`config.mk`:
```
export PLATFORM = sky130hd
export DESIGN_NAME = la_trace_reader_flat
export DESIGN_NICKNAME = d
export VERILOG_FILES = /design/src/rtl/la_trace_reader_pkg.sv /design/src/rtl/la_trace_reader_if.sv /design/src/rtl/la_trace_reader.sv /design/src/flat_wrapper.sv
export SDC_FILE = /design/constraint.sdc
export NUM_CORES = 1
export LEC_CHECK = 0
export BUFFER_PORTS_ARGS = -buffer_cell sky130_fd_sc_hd__clkbuf_2
export CORE_MARGIN = 8
export CORE_UTILIZATION = 45
export CTS_BUF_LIST = sky130_fd_sc_hd__clkbuf_16
export DETAILED_ROUTE_END_ITERATION = 7
export PLACE_DENSITY = 0.73
export SLEW_MARGIN = 40
export SYNTH_ARGS = -nofsm -noshare
export SYNTH_HDL_FRONTEND = slang
export SYNTH_SLANG_ARGS = --single-unit
```
`constraint.sdc`:
```
create_clock -name CLK -period 2.5 [get_ports CLK]
set_input_delay 0.25 -clock CLK [delete_from_list [all_inputs] [get_ports CLK]]
set_output_delay 0.25 -clock CLK [all_outputs]
set_load 0.01 [all_outputs]
```
`src/rtl/la_trace_reader_pkg.sv`:
```
// Shared logic-analyzer definitions.
// Used by both the trace reader and the capture-side control.
package la_pkg;

  localparam int LA_ADDR_W = 8;
  localparam int LA_DATA_W = 32;

  localparam logic [1:0] S_IDLE    = 2'd0;
  localparam logic [1:0] S_FETCH   = 2'd1;
  localparam logic [1:0] S_LAT     = 2'd2;
  localparam logic [1:0] S_PRESENT = 2'd3;

  typedef enum logic [1:0] {
    ST_IDLE    = S_IDLE,
    ST_FETCH   = S_FETCH,
    ST_LAT     = S_LAT,
    ST_PRESENT = S_PRESENT
  } la_state_t;

endpackage

```
`src/rtl/la_trace_reader_if.sv`:
```
// Valid/ready sample stream from the trace reader to the host port.
// master drives samples, slave accepts them.
interface la_trace_reader_if
  import la_pkg::*;
#(
  parameter int DATA_W = LA_DATA_W
);

  logic [DATA_W-1:0] rd_data;
  logic              rd_valid;
  logic              rd_ready;
  logic              rd_last;

  modport master (
    output rd_data,
    output rd_valid,
    output rd_last,
    input  rd_ready
  );

  modport slave (
    input  rd_data,
    input  rd_valid,
    input  rd_last,
    output rd_ready
  );

endinterface

```
`src/rtl/la_trace_reader.sv`:
```
// Trace RAM read-side controller.
// Replays the captured window oldest-first to the host stream.
module la_trace_reader
  import la_pkg::*;
#(
  parameter int ADDR_W = LA_ADDR_W,
  parameter int DATA_W = LA_DATA_W
) (
  input  logic              CLK,
  input  logic              RESET,
  input  logic              la_run,
  input  logic [ADDR_W-1:0] wr_ptr,
  input  logic              wrapped,
  input  logic              rd_start,
  output logic              ram_re,
  output logic [ADDR_W-1:0] ram_addr,
  input  logic [DATA_W-1:0] ram_dout,
  output logic              busy,
  output logic              done,
  output logic              abort,
  la_trace_reader_if.master rd
);

  localparam logic [ADDR_W:0] FULL =
    {1'b1, {ADDR_W{1'b0}}};

  la_state_t         state;
  logic [ADDR_W:0]   remaining;
  logic [ADDR_W-1:0] base_init;
  logic [ADDR_W:0]   rem_init;

  // Window start and length as seen at the request.
  assign base_init = wrapped ? wr_ptr : '0;
  assign rem_init  = wrapped ? FULL : {1'b0, wr_ptr};

  assign busy = (state != ST_IDLE);

  // Dump sequencer: fetch, wait for RAM, present, repeat.
  always_ff @(posedge CLK or posedge RESET) begin
    if (RESET) begin
      state       <= ST_IDLE;
      remaining   <= '0;
      ram_re      <= 1'b0;
      ram_addr    <= '0;
      done        <= 1'b0;
      abort       <= 1'b0;
      rd.rd_data  <= '0;
      rd.rd_valid <= 1'b0;
      rd.rd_last  <= 1'b0;
    end else begin
      done   <= 1'b0;
      abort  <= 1'b0;
      ram_re <= 1'b0;
      if (busy && la_run) begin
        // Capture restarted: the window is no
        // longer coherent, so drop the dump.
        state       <= ST_IDLE;
        rd.rd_valid <= 1'b0;
        rd.rd_last  <= 1'b0;
        abort       <= 1'b1;
      end else begin
        unique case (state)
          ST_IDLE: begin
            if (rd_start && !la_run) begin
              remaining <= rem_init;
              if (rem_init == '0) begin
                done <= 1'b1;
              end else begin
                state    <= ST_FETCH;
                ram_re   <= 1'b1;
                ram_addr <= base_init;
              end
            end
          end
          ST_FETCH: begin
            state <= ST_LAT;
          end
          ST_LAT: begin
            rd.rd_data  <= ram_dout;
            rd.rd_valid <= 1'b1;
            rd.rd_last  <= (remaining == 1);
            state       <= ST_PRESENT;
          end
          ST_PRESENT: begin
            if (rd.rd_ready) begin
              rd.rd_valid <= 1'b0;
              rd.rd_last  <= 1'b0;
              remaining   <= remaining - 1'b1;
              ram_addr    <= ram_addr + 1'b1;
              if (remaining == 1) begin
                done  <= 1'b1;
                state <= ST_IDLE;
              end else begin
                ram_re <= 1'b1;
                state  <= ST_FETCH;
              end
            end
          end
        endcase
      end
    end
  end

endmodule

```
`src/flat_wrapper.sv`:
```
// flat-port wrapper written by rule: the top's interface ports become plain ports
module la_trace_reader_flat import la_pkg::*;
#(
  parameter int ADDR_W = LA_ADDR_W,
  parameter int DATA_W = LA_DATA_W
)
  (CLK, RESET, la_run, wr_ptr, wrapped, rd_start, ram_re, ram_addr, ram_dout, busy, done, abort, rd_rd_data, rd_rd_valid, rd_rd_last, rd_rd_ready);
  la_trace_reader_if #(.DATA_W(DATA_W)) rd_i ();
  input  logic CLK;
  input  logic RESET;
  input  logic la_run;
  input  logic [ADDR_W-1:0] wr_ptr;
  input  logic wrapped;
  input  logic rd_start;
  output logic ram_re;
  output logic [ADDR_W-1:0] ram_addr;
  input  logic [DATA_W-1:0] ram_dout;
  output logic busy;
  output logic done;
  output logic abort;
  output wire logic [$bits(rd_i.rd_data)-1:0] rd_rd_data;
  output wire logic [$bits(rd_i.rd_valid)-1:0] rd_rd_valid;
  output wire logic [$bits(rd_i.rd_last)-1:0] rd_rd_last;
  input wire logic [$bits(rd_i.rd_ready)-1:0] rd_rd_ready;
  assign rd_rd_data = rd_i.rd_data;
  assign rd_rd_valid = rd_i.rd_valid;
  assign rd_rd_last = rd_i.rd_last;
  assign rd_i.rd_ready = rd_rd_ready;
  la_trace_reader #(.ADDR_W(ADDR_W), .DATA_W(DATA_W)) u_core (.CLK(CLK), .RESET(RESET), .la_run(la_run), .wr_ptr(wr_ptr), .wrapped(wrapped), .rd_start(rd_start), .ram_re(ram_re), .ram_addr(ram_addr), .ram_dout(ram_dout), .busy(busy), .done(done), .abort(abort), .rd(rd_i));
endmodule
```
==> run summary, run 1 <==
The worst-case clock skew was 0.00544 ns; the period utilization was 78.6%. The launch point of the worst path was u_core.state[0]. Counting I/O delays and the setup requirement, the final critical path takes 1.96 ns.

The routed layout has 2217 vias. The final count of negative-setup-slack endpoints came out at 0. The root buffer selected by CTS is sky130_fd_sc_hd__clkbuf_16.

Of all nets on the critical path, the largest fanout is 16. The average detailed-routed wire length per instance is 15.2 um, and the footprint of the flip-flops and latches is 0.00140 mm^2. Worst-case clock buffer depth: 2. The path class of the tightest hold or removal check is input pin to async pin. The via count of the first global-routing pass is 2227, and the post-DP HPWL is 5000 um. Distinct cell type count of the synthesized netlist: 45.

The startpoint identified for the worst register-to-register timing path is u_core.state[0]. The worst setup path is captured at a flop. Entering global routing, the biggest net connects 46 pins. Across the VDD grid, the largest voltage drop is 0.553 mV. Dividing the detail-routed via count by the number of cells gives 5.30. In this run, CTS created clock tree buffers numbering 5. Summed over all layers, the routed wires come to 6360 um. The final total power came out at 4.15 mW. The primary flip-flop cell chosen by synthesis mapping is sky130_fd_sc_hd__dfrtp_1. The combined global-route utilization of all metal layers was 15.0%; the final estimated routing congestion in global placement was 0.787. The area taken by multi-input logic gates was 0.00117 mm^2.

Setup repair after global routing left no endpoint under its margin. The power per unit of standard cell area is 1230 mW/mm^2. The count of endpoints failing hold in the final timing report was 0. After synthesis, the share of flip-flops with an asynchronous set or reset is 100%. The initial utilization of the core area, before any placement, comes to 45.9%. TritonCTS built the clock tree. On the final layout, the worst hold slack is 0.00716 ns.

The synthesized area per cell is 10.9 um^2, and the sequential fraction of the synthesis area is 52.2%. For this run, the top clock speed supported by timing is 509 MHz. In this run, the number of DRC markers left after iteration 0 of detailed routing was 88. From bottom edge to top edge, the die measures 93.2 um. The logs give 395 for the final-stage net count and 0.00269 mm^2 for the cell area after synthesis. Measured against its own limit, the worst slew margin works out to 62.2%. Counting the fill cells in the layout gives 513. The number of setup buffers added after CTS is 0. In this run the static leakage power is 1.64 nW. Count of pins over their slew limit: 0. The ratio of cells with drive above 1 in the final layout was 40.5%.

The run gives 0 as the post-cts gate resize count. The run gives 4 as the number of iterations in the first detailed-routing pass. The first global-routing pass estimated 10800 um of wire.

The element type at the critical path start was a flop. The diode insertion count for antenna repair is 0, and the number of max-cap violations is 0. The synthesized design contains 56 register bits. At the later pin of the worst-skew pair, clock insertion delay measures 0.29 ns. For the pin with the worst max-slew slack, the measured transition is 0.561 ns. The horizontal die dimension is 93.2 um, and the quantity of hold-fixing buffers added after cts is 0.

Yosys printed 0 warnings. The clock net in this run drives a total of 56 sinks. In this run the core area contains 28 standard-cell rows.

Relative to the synthesized area, the layout overhead comes to 25.6%. For this run, design rule violations remaining after detail routing come to 0. The run finished with clean final reports.

For the area enclosed by the die boundary, the log shows 0.00869 mm^2. For the accumulated negative setup slack, the log shows 0 ns. The H-tree was split into 2 levels. Synthesis produced a netlist with a net count of 300. Number of cells on the worst reg-to-reg path: 9. Clock-pin slew was measured on the worst setup and hold paths at 0.07 ns. The number of antenna violations at the first check in global routing was 0; the top-level I/O count was 92.

Data on the critical path arrives at its endpoint at 2.14 ns. For the core area, the log shows 0.00585 mm^2. During placement, the flow inserted port buffers numbering 91. Counting flops with a built-in enable in the synthesized netlist gives 0.

The total overflow reported by the global router came out at 0. For the worst setup path, the data required time is 2.68 ns. The type of the worst setup path is flop to flop. In this run the remaining antenna-violating nets after routing total 0.

The gate count of the mapped netlist is 247.
Yosys cell counts (all sizes together), types with 3 or more instances:
cell | number | area [um^2]
dfrtp | 56 | 1400
mux2 | 32 | 360
a21oi | 21 | 105
nand2 | 17 | 66.3
o21ai | 17 | 85.1
inv | 14 | 52.6
nand3 | 11 | 60.1
nor2 | 9 | 36.3
nor3 | 8 | 40.0
buf | 7 | 46.3
ha | 7 | 87.6
and3 | 4 | 25.0
nor4 | 4 | 31.3
nand2b | 3 | 18.8
nor2b | 3 | 18.8
o22ai | 3 | 18.8
area by class of cell:
type | count | share of cell area (%)
Clock buffer | 5 | 3.71
Clock inverter | 3 | 0.593
Inverter | 15 | 1.74
Multi-Input combinational cell | 167 | 34.8
Sequential cell | 56 | 41.5
Tap cell | 75 | 2.78
Timing Repair Buffer | 97 | 14.8
path summary, 6_finish.rpt:
path	slack (ns)	to
max	0.54	u_core.ram_addr[4]
min	0.007	u_core.rd.rd_data[1]
max reg2reg	0.54	u_core.ram_addr[4]
min reg2reg	0.49	u_core.rd.rd_data[4]
max in group asynchronous	1.97	u_core.rd.rd_data[3]
min in group CLK	0.17	u_core.rd.rd_data[30]
critical path: stages (launching register included):
cell                      delay [ns]
sky130_fd_sc_hd__dfrtp_1        0.40
sky130_fd_sc_hd__inv_1          0.13
sky130_fd_sc_hd__ha_1           0.24
sky130_fd_sc_hd__inv_1          0.10
sky130_fd_sc_hd__nand2_2        0.10
sky130_fd_sc_hd__inv_2          0.07
sky130_fd_sc_hd__nor2_2         0.11
sky130_fd_sc_hd__nand3_2        0.26
sky130_fd_sc_hd__a221o_1        0.35
sky130_fd_sc_hd__o21a_1         0.10
where the power goes:
part / switching [mW] / internal, mW
sequential: 0.299 / 1.34
clock: 0.300 / 0.369
combinational: 0.981 / 0.857
flip-flops by register name, indices dropped and copies added, names as in the netlist:
register            cells
u_core.abort            1
u_core.rd.rd_valid      1
u_core.ram_addr         8
u_core.rd.rd_last       1
u_core.ram_re           1
u_core.done             1
u_core.remaining        9
u_core.state            2
u_core.rd.rd_data      32
through the flow:
| step | std cells | setup slack (ns) | util (%) | area [um^2] |
|---|---|---|---|---|
| floorplan | 247 | 0.785 | - | 2690 |
| global placement | 410 | 0.611 | 55.1 | 3230 |
| detailed placement | 410 | 0.524 | 55.2 | 3230 |
| CTS | 418 | 0.522 | 57.7 | 3370 |
| global route | 418 | 0.335 | 57.7 | 3370 |
| finish | 418 | 0.536 | 57.7 | 3370 |
logic make-up (layout without fill, tap and decap cells):
family | count (synthesis) | in the layout | synth area share [%]
flops | 56 | 56 | 52.2
mux | 33 | 33 | 13.8
buf+inv | 24 | 120 | 4.10
fa+ha+maj | 7 | 7 | 3.26
compound gates | 59 | 59 | 13.2
simple gates | 68 | 68 | 13.4
placed cells by master (no fill, tap or decap), types with 5 or more instances in the layout:
master	Yosys	layout
sky130_fd_sc_hd__buf_4	2	6
sky130_fd_sc_hd__nor3_1	8	8
sky130_fd_sc_hd__dfrtp_1	56	56
sky130_fd_sc_hd__ha_1	7	7
sky130_fd_sc_hd__a21oi_1	21	21
sky130_fd_sc_hd__nand3_1	10	10
sky130_fd_sc_hd__o21ai_0	16	16
sky130_fd_sc_hd__clkbuf_16	0	5
sky130_fd_sc_hd__inv_1	13	13
sky130_fd_sc_hd__mux2_2	28	28
sky130_fd_sc_hd__clkbuf_2	0	91
sky130_fd_sc_hd__nand2_1	16	16
sky130_fd_sc_hd__nor2_1	8	8
routing by layer:
| metal | global-route usage [%] | wire length, um |
|---|---|---|
| met5 | 0 | 0 |
| met4 | 3.36 | 74 |
| met3 | 5.77 | 613 |
| met2 | 22.9 | 2740 |
| met1 | 19.5 | 2940 |
Power figures use the tool's default switching activity.
==> run 2, diff against run 1 <==
==> constraint.sdc (replaced) <==
create_clock -name CLK -period 2.06 [get_ports CLK]
set_input_delay 0.206 -clock CLK [delete_from_list [all_inputs] [get_ports CLK]]
set_output_delay 0.206 -clock CLK [all_outputs]
set_load 0.01 [all_outputs]
==> run 2 against run 1 <==
  * Register-to-register slack worse by 0.37 ns
  * Routed wire length is 0.58% higher
  * Core utilization is 1.0 points higher
  * Combinational power is 25% higher
  * Critical path depth is 3 lower
  * Final cell count is 0.48% higher
  * Hold slack better by 0.12 ns
  * Setup slack worse by 0.37 ns
  * Largest cell class unchanged
  * Total power is 24% higher
  * Count of clock-buffer cells in the layout stayed put
  * Flip-flop and latch count stayed put
  * Non-clock buffer count is 2 higher
==> run summary, run 2 (same netlist as run 1, synthesis figures left out) <==
Summed over all nets, the half-perimeter wirelength after detailed placement is 5000 um. Row generation in the floorplan step produced 28 rows. The H-tree generated during clock tree synthesis spans 2 levels. At the end of routability-driven placement, the weighted congestion stood at 0.863. Of the total power, registers draw 38.9%.

Accumulated negative setup slack: 0 ns. Element type at the critical path start: a flop. For the pin with the worst max-slew slack, the measured transition is 0.660 ns. The logs give 15.1% for the combined global-route utilization of all metal layers and 4 for the number of iterations in the first detailed-routing pass. On the final layout, the worst clock skew is 0.00419 ns. The type of the worst setup path was flop to flop. Clock transition time at the flip-flop clock pins of the worst setup and hold paths: 0.07 ns. The initial utilization of the core area, before any placement, comes to 45.9%. The number of flip-flops in the largest register was 32; the vias after detailed routing was 2227. The count of endpoints failing hold in the final timing report is 0, and the biggest fanout along the worst timing path is 12. The logs give 0 for the diode insertion count for antenna repair and 0.00343 mm^2 for the area of all placed cells without fillers. The floorplan step defined a die boundary enclosing 0.00869 mm^2. The die is 93.2 um tall. The run gives 0 as the count of pins over their slew limit. Entering global routing, the biggest net connects 55 pins. The first global-routing pass estimated 10900 um of wire.

In this run, the combinational gates consume 44.8% of the power. The run gives 2266 as the via count of the first global-routing pass. After detailed placement, the total cell area comes to 0.00326 mm^2. At the worst endpoint, the required time is 2.24 ns. In the routed design, unresolved DRC markers number 0.

Across the run, the number of max-cap violations was 0. Clock period minus worst slack: 1.90 ns. The run finished with clean final reports. The tools report the final count of negative-setup-slack endpoints as 0. Ratio of cells with drive above 1 in the final layout: 41.7%. The setup slack of the critical path after layout was 0.165 ns; the placement-stage worst setup slack was 0.140 ns. The top-level I/O count was 92.

The worst setup path is captured at a flop. The detail route stage leaves a number of antenna-violating nets equal to 0. The aggregate routed wire length came out at 6400 um. TritonCTS built the clock tree. The count of port buffers added during placement works out to 91. The tools report the number of sinks handled by clock tree synthesis as 56.

Power spread over the standard cell area amounts to 1490 mW/mm^2. Relative to the synthesized area, the layout overhead comes to 27.9%. The number of antenna violations at the first check in global routing is 0. Leading cell type in the layout, fill and taps excluded: sky130_fd_sc_hd__clkbuf_2. In this run the power spent charging and discharging nets is 1.95 mW. The tools report the total overflow reported by the global router as 0. The core region is 0.00585 mm^2. The top cell types in the final layout, fill and taps aside, are sky130_fd_sc_hd__clkbuf_2, sky130_fd_sc_hd__dfrtp_1, sky130_fd_sc_hd__mux2_2.

The logs give 2 for the worst-case clock buffer depth and 528 MHz for the fmax. Using the TritonRoute via totals, the vias-per-cell ratio works out to 5.30. The worst endpoint data arrival time was 2.08 ns; the switching portion of total power was 38.1%. For this run, the share of the core covered by cells in the final layout is 58.7%.

The worst hold path belongs to the class input pin to flop. Dividing the detail-routed wire length by the instance count gives 15.2 um. At the end of the flow, the number of nets in the layout was 397.

The largest register by flop count is u_core.rd.rd_data. The worst pin sits at a relative slew slack of 55.6%. IR analysis of the VDD net gives a maximum drop of 0.681 mV. The internal portion of the total power is 3.17 mW. The analysis attributes to cell leakage a power of 1.66 nW.

Clock latency at the later pin of the worst-skew pair: 0.29 ns. For the number of buffers created by CTS, the log shows 5. The clock network burns 16.3% of the power.

Horizontal die dimension: 93.2 um. For the number of design-rule violations left by the first detailed-router iteration, the log shows 85. Clock tree synthesis selected as its root buffer the cell sky130_fd_sc_hd__clkbuf_16. Setup repair after global routing left no endpoint under its margin.

Dividing the final minimum period by the clock period gives 92.0%. The largest registers in the layout are u_core.rd.rd_data (32), u_core.remaining (9), u_core.ram_addr (8).
## run 2: changes by cell type in the layout (fill, tap and decap cells not counted), sizes merged
cell         before  now
clkinvlp          1    2
dlygate4sd3       0    1
buf               6    7
clkinv            2    1
## run 2: worst max-delay path, cell delays in order (launching register included)
cell and delay [ns]:
sky130_fd_sc_hd__dfrtp_1 0.43, sky130_fd_sc_hd__ha_1 0.25, sky130_fd_sc_hd__nor2b_1 0.17, sky130_fd_sc_hd__a21oi_1 0.31
sky130_fd_sc_hd__nand3_4 0.21, sky130_fd_sc_hd__a221o_1 0.31, sky130_fd_sc_hd__o21a_1 0.10
## run 2: path summary, 6_finish.rpt
kind                                            start                    end  slack, ns  cells past startpoint
worst max register to register        u_core.state[1]     u_core.ram_addr[4]       0.16                      6
worst max-delay path                  u_core.state[1]     u_core.ram_addr[4]       0.16                      6
min in group asynchronous                       RESET   u_core.rd.rd_data[1]       0.32                      3
worst min-delay path                      ram_dout[4]   u_core.rd.rd_data[4]       0.13                      2
worst min register to register  u_core.rd.rd_data[14]  u_core.rd.rd_data[14]       0.50                      1
max in group asynchronous                       RESET     u_core.ram_addr[0]       1.27                      4
## run 2: metal layers
| layer | track usage, % | part of all wire [%] | wire length [um] |
|---|---|---|---|
| met5 | 0 | 0 | 0 |
| met4 | 5.23 | 0.56 | 36 |
| met3 | 5.05 | 10 | 666 |
| met2 | 22.9 | 43 | 2740 |
| met1 | 19.5 | 46 | 2950 |
## run 2: power by group through the flow
| stage | Clock, mW | Combinational (mW) | Sequential [mW] |
|---|---|---|---|
| 2_1_floorplan | 0 | 1.29 | 2.15 |
| 3_3_place_gp | 0 | 2.26 | 1.98 |
| 3_5_place_dp | 0 | 2.30 | 2.01 |
| 4_1_cts | 0.859 | 2.31 | 1.99 |
| 5_1_grt | 0.916 | 2.56 | 2.07 |
| 6_report | 0.836 | 2.30 | 1.99 |
## run 2: area by class of cell
| class | instances | area, um^2 |
|---|---|---|
| multi-input cells | 167 | 1190 |
| clock inverters | 3 | 21.3 |
| flip-flops and latches | 56 | 1400 |
| well taps | 75 | 93.8 |
| inverters | 15 | 60.1 |
| clock buffers | 5 | 125 |
| repair buffers | 99 | 543 |
| fillers | 494 | 2420 |
## run 2: what timing repair did
item / CTS / global route
setup buffers: 0 / 0
gates resized for setup: 0 / 4
hold buffers: 1 / 0
setup endpoints to repair: 0 / 5
endpoints found under the hold margin: 2 / 0
## run 2: stage by stage
stage	hold WS, ns	total power, mW	std cells
2_1_floorplan	0.338	3.44	247
3_3_place_gp	0.0555	4.24	411
3_5_place_dp	0.0618	4.31	411
4_1_cts	0.128	5.15	420
5_1_grt	0.129	5.55	420
6_report	0.130	5.13	420
==> run 3, diff against run 2 <==
--- a/config.mk
+++ b/config.mk
@@ -10,6 +10,7 @@
 export CORE_UTILIZATION = 45
 export CTS_BUF_LIST = sky130_fd_sc_hd__clkbuf_16
 export DETAILED_ROUTE_END_ITERATION = 7
+export HOLD_SLACK_MARGIN = 0.12
 export PLACE_DENSITY = 0.73
 export SLEW_MARGIN = 40
 export SYNTH_ARGS = -nofsm -noshare
==> constraint.sdc (replaced) <==
create_clock -name CLK -period 2.06 [get_ports CLK]
set_input_delay 0.412 -clock CLK [delete_from_list [all_inputs] [get_ports CLK]]
set_output_delay 0.412 -clock CLK [all_outputs]
set_load 0.01 [all_outputs]
==> run 3 against run 2 <==
  * Final area rose by 0.73%
  * Core utilization up 0.43 points
  * Setup slack got worse by 0.016 ns
  * Die area did not move
  * Routed wire length is 0.20% higher
  * Clock power grew 26%
  * Flip-flop and latch count unchanged
  * Register-to-register slack worse by 0.02 ns
  * Sequential power hardly changed
  * Critical path depth up 1
  * Largest cell class unchanged
  * Largest power group unchanged
  * Highest routed layer unchanged
==> run summary, run 3 (same netlist as run 1, synthesis figures left out) <==
Setup repair after global routing left no endpoint under its margin. The critical path is of the flop to flop type. The tools report the post-layout instance count excluding filler cells as 418.

Leaving out fill and tap cells, the most frequent cells in the layout are sky130_fd_sc_hd__clkbuf_2, sky130_fd_sc_hd__dfrtp_1, sky130_fd_sc_hd__mux2_2. The post-route DRC violation count was 0; the area enclosed by the die boundary was 0.00869 mm^2. The register with the most flip-flops in the final layout is u_core.rd.rd_data. The count of pins over their slew limit was 0. The area growth from synthesis to layout was 28.8%; the normalized max-slew margin was 56.4%. The later pin in the worst-skew pair is clocked with a latency of 0.28 ns. The detail route stage leaves a number of antenna-violating nets equal to 0. The clock transition time at the flip-flop clock pins of the worst setup and hold paths was 0.07 ns.

Buffers placed on the I/O ports in this run total 91. The via count of the first global-routing pass came out at 2281. In this run the standard cell core region covers 0.00585 mm^2. For this block, the initial DRC count from the detailed router was 100.

The number of sinks handled by clock tree synthesis is 56, and the final estimated routing congestion in global placement is 0.813. The largest registers in the layout are u_core.rd.rd_data (32), u_core.remaining (9), u_core.ram_addr (8). For the worst setup path, the data arrival time is 2.08 ns. The tools report the root buffer selected by CTS as sky130_fd_sc_hd__clkbuf_16. TritonCTS built the clock tree. The H-tree was split into 2 levels. Total overflow reported by the global router: 0. The register with the most flip-flops in the layout has 32 of them. Buffers added to address setup during post-CTS repair amount to 0. For this design, the slowest cell found on the critical path is sky130_fd_sc_hd__dfrtp_1. After detailed routing, the number of vias per cell comes to 5.38. VDD sags by at most 0.688 mV. Max-cap violations in this run came to 0. Setup total negative slack on the finished layout was measured at 0 ns. The clock period minus worst slack is 1.91 ns, and the average detailed-routed wire length per instance is 15.3 um. The longest clock path from root to sink contains 2 buffers. The first global-routing pass estimated 10700 um of wire. Counting tap cells, the placed design contains a total of 411 instances.

Startpoint of the lowest-slack register-to-register path: u_core.state[1]. The horizontal die dimension was 93.2 um; the maximum single-stage delay on the critical path was 0.43 ns. Cells fill 59.1% of the core in the end.

The flow ran to the end, and the final reports show no timing, DRC or antenna violations. The run gives 523 MHz as the fmax. Die outline height: 93.2 um. The diode insertion count for antenna repair came out at 0.

The logs give 14.9% for the combined global-route utilization of all metal layers and 57 for the largest net degree at the start of global routing. The critical path goes through ha_1 > nor2b_1 > a21oi_1 > nand3_4 > buf_4 > o21ai_1 > o31ai_1. The aggregate routed wire length came out at 6410 um. In this run the static leakage power is 1.67 nW. Leaving out fill and tap cells, the most frequent cell in the layout is sky130_fd_sc_hd__clkbuf_2.

STA classifies the critical path startpoint as a flop. In the final design database the tool counted 396 nets. Ratio of cells with drive above 1 in the final layout: 41.4%. Slew at the pin closest to its max-slew limit: 0.648 ns. The clock arrives with 0.00395 ns of skew.

Detailed routing inserted a total of 2250 vias. The tools report the type of element capturing the critical path as a flop. The number of iterations in the first detailed-routing pass is 5. The number of antenna violations at the first check in global routing was 0. The worst min-delay path category was input pin to async pin. The critical path starts at u_core.state[1]. For the number of placement rows, the log shows 28. The number of buffers created by CTS is 5, and the period utilization is 92.8%.

The run gives 92 as the top-level I/O count. The post-DP HPWL is 5050 um, and the count of endpoints failing hold in the final timing report is 0. Power spread over the standard cell area amounts to 1550 mW/mm^2. At the worst endpoint, the required time is 2.23 ns. Final count of negative-setup-slack endpoints: 0. The effective utilization at floorplan was 45.9%.

Along the worst path, the maximum fanout reaches 12.
## run 3: cell count changes in the layout (fill, tap and decap cells not counted)
cell and change:
sky130_fd_sc_hd__clkinvlp_4 -2, sky130_fd_sc_hd__clkinv_1 +1, sky130_fd_sc_hd__dlygate4sd3_1 -1, sky130_fd_sc_hd__inv_6 -1
sky130_fd_sc_hd__clkinv_2 -1, sky130_fd_sc_hd__bufinv_16 +2
## run 3: cell type report
class / instances / area [um^2]
Tap cell: 75 / 93.8
Clock buffer: 5 / 125
Timing Repair Buffer: 98 / 533
Fill cell: 499 / 2390
Inverter: 15 / 56.3
Multi-Input combinational cell: 167 / 1190
Sequential cell: 56 / 1400
Clock inverter: 2 / 60.1
## run 3: power breakdown
part | total (mW) | internal (mW) | switching (mW)
logic | 2.30 | 1.10 | 1.21
registers | 2.00 | 1.63 | 0.369
clock network | 1.05 | 0.689 | 0.358
total | 5.35 | 3.41 | 1.94
## run 3: repair_timing
action	in CTS	in global routing
endpoints found under the hold margin	0	0
hold buffers	0	0
setup endpoints to repair	0	4
resized for setup	0	3
## run 3: final timing paths
check	endpoint	slack, ns	cells past startpoint
max	u_core.ram_addr[0]	0.15	7
min	u_core.rd.rd_data[3]	0.14	3
max reg2reg	u_core.ram_addr[0]	0.15	7
min reg2reg	u_core.rd.rd_data[16]	0.50	1
max in group asynchronous	u_core.remaining[1]	1.65	3
min in group CLK	u_core.rd.rd_data[4]	0.34	2
## run 3: per-layer routing
metal,wire length [um],share of wire (%),global-route usage [%],up-vias
met5,0,0,0,-
met4,83,1.3,4.97,0
met3,700,11,5.29,8
met2,2790,43,22.7,106
met1,2840,44,19.1,1054
li1,-,-,-,1082
## run 3: metrics by stage
step	worst slack (ns)	total power [mW]	hold WS, ns	cell area, um^2
floorplan	0.277	3.44	0.471	2690
global placement	0.225	4.23	0.473	3260
detailed placement	0.0784	4.31	0.476	3260
CTS	0.0804	5.37	0.169	3440
global route	0.00516	5.75	0.173	3460
finish	0.149	5.35	0.144	3460
## run 3: worst max-delay path: cells and delay by family (launching register included)
family	cells	cell delay, ns
and+or+nand+nor	2	0.38
buffers and inverters	1	0.21
DFF	1	0.43
AOI/OAI and AO/OA	3	0.52
adders and majority gates	1	0.25
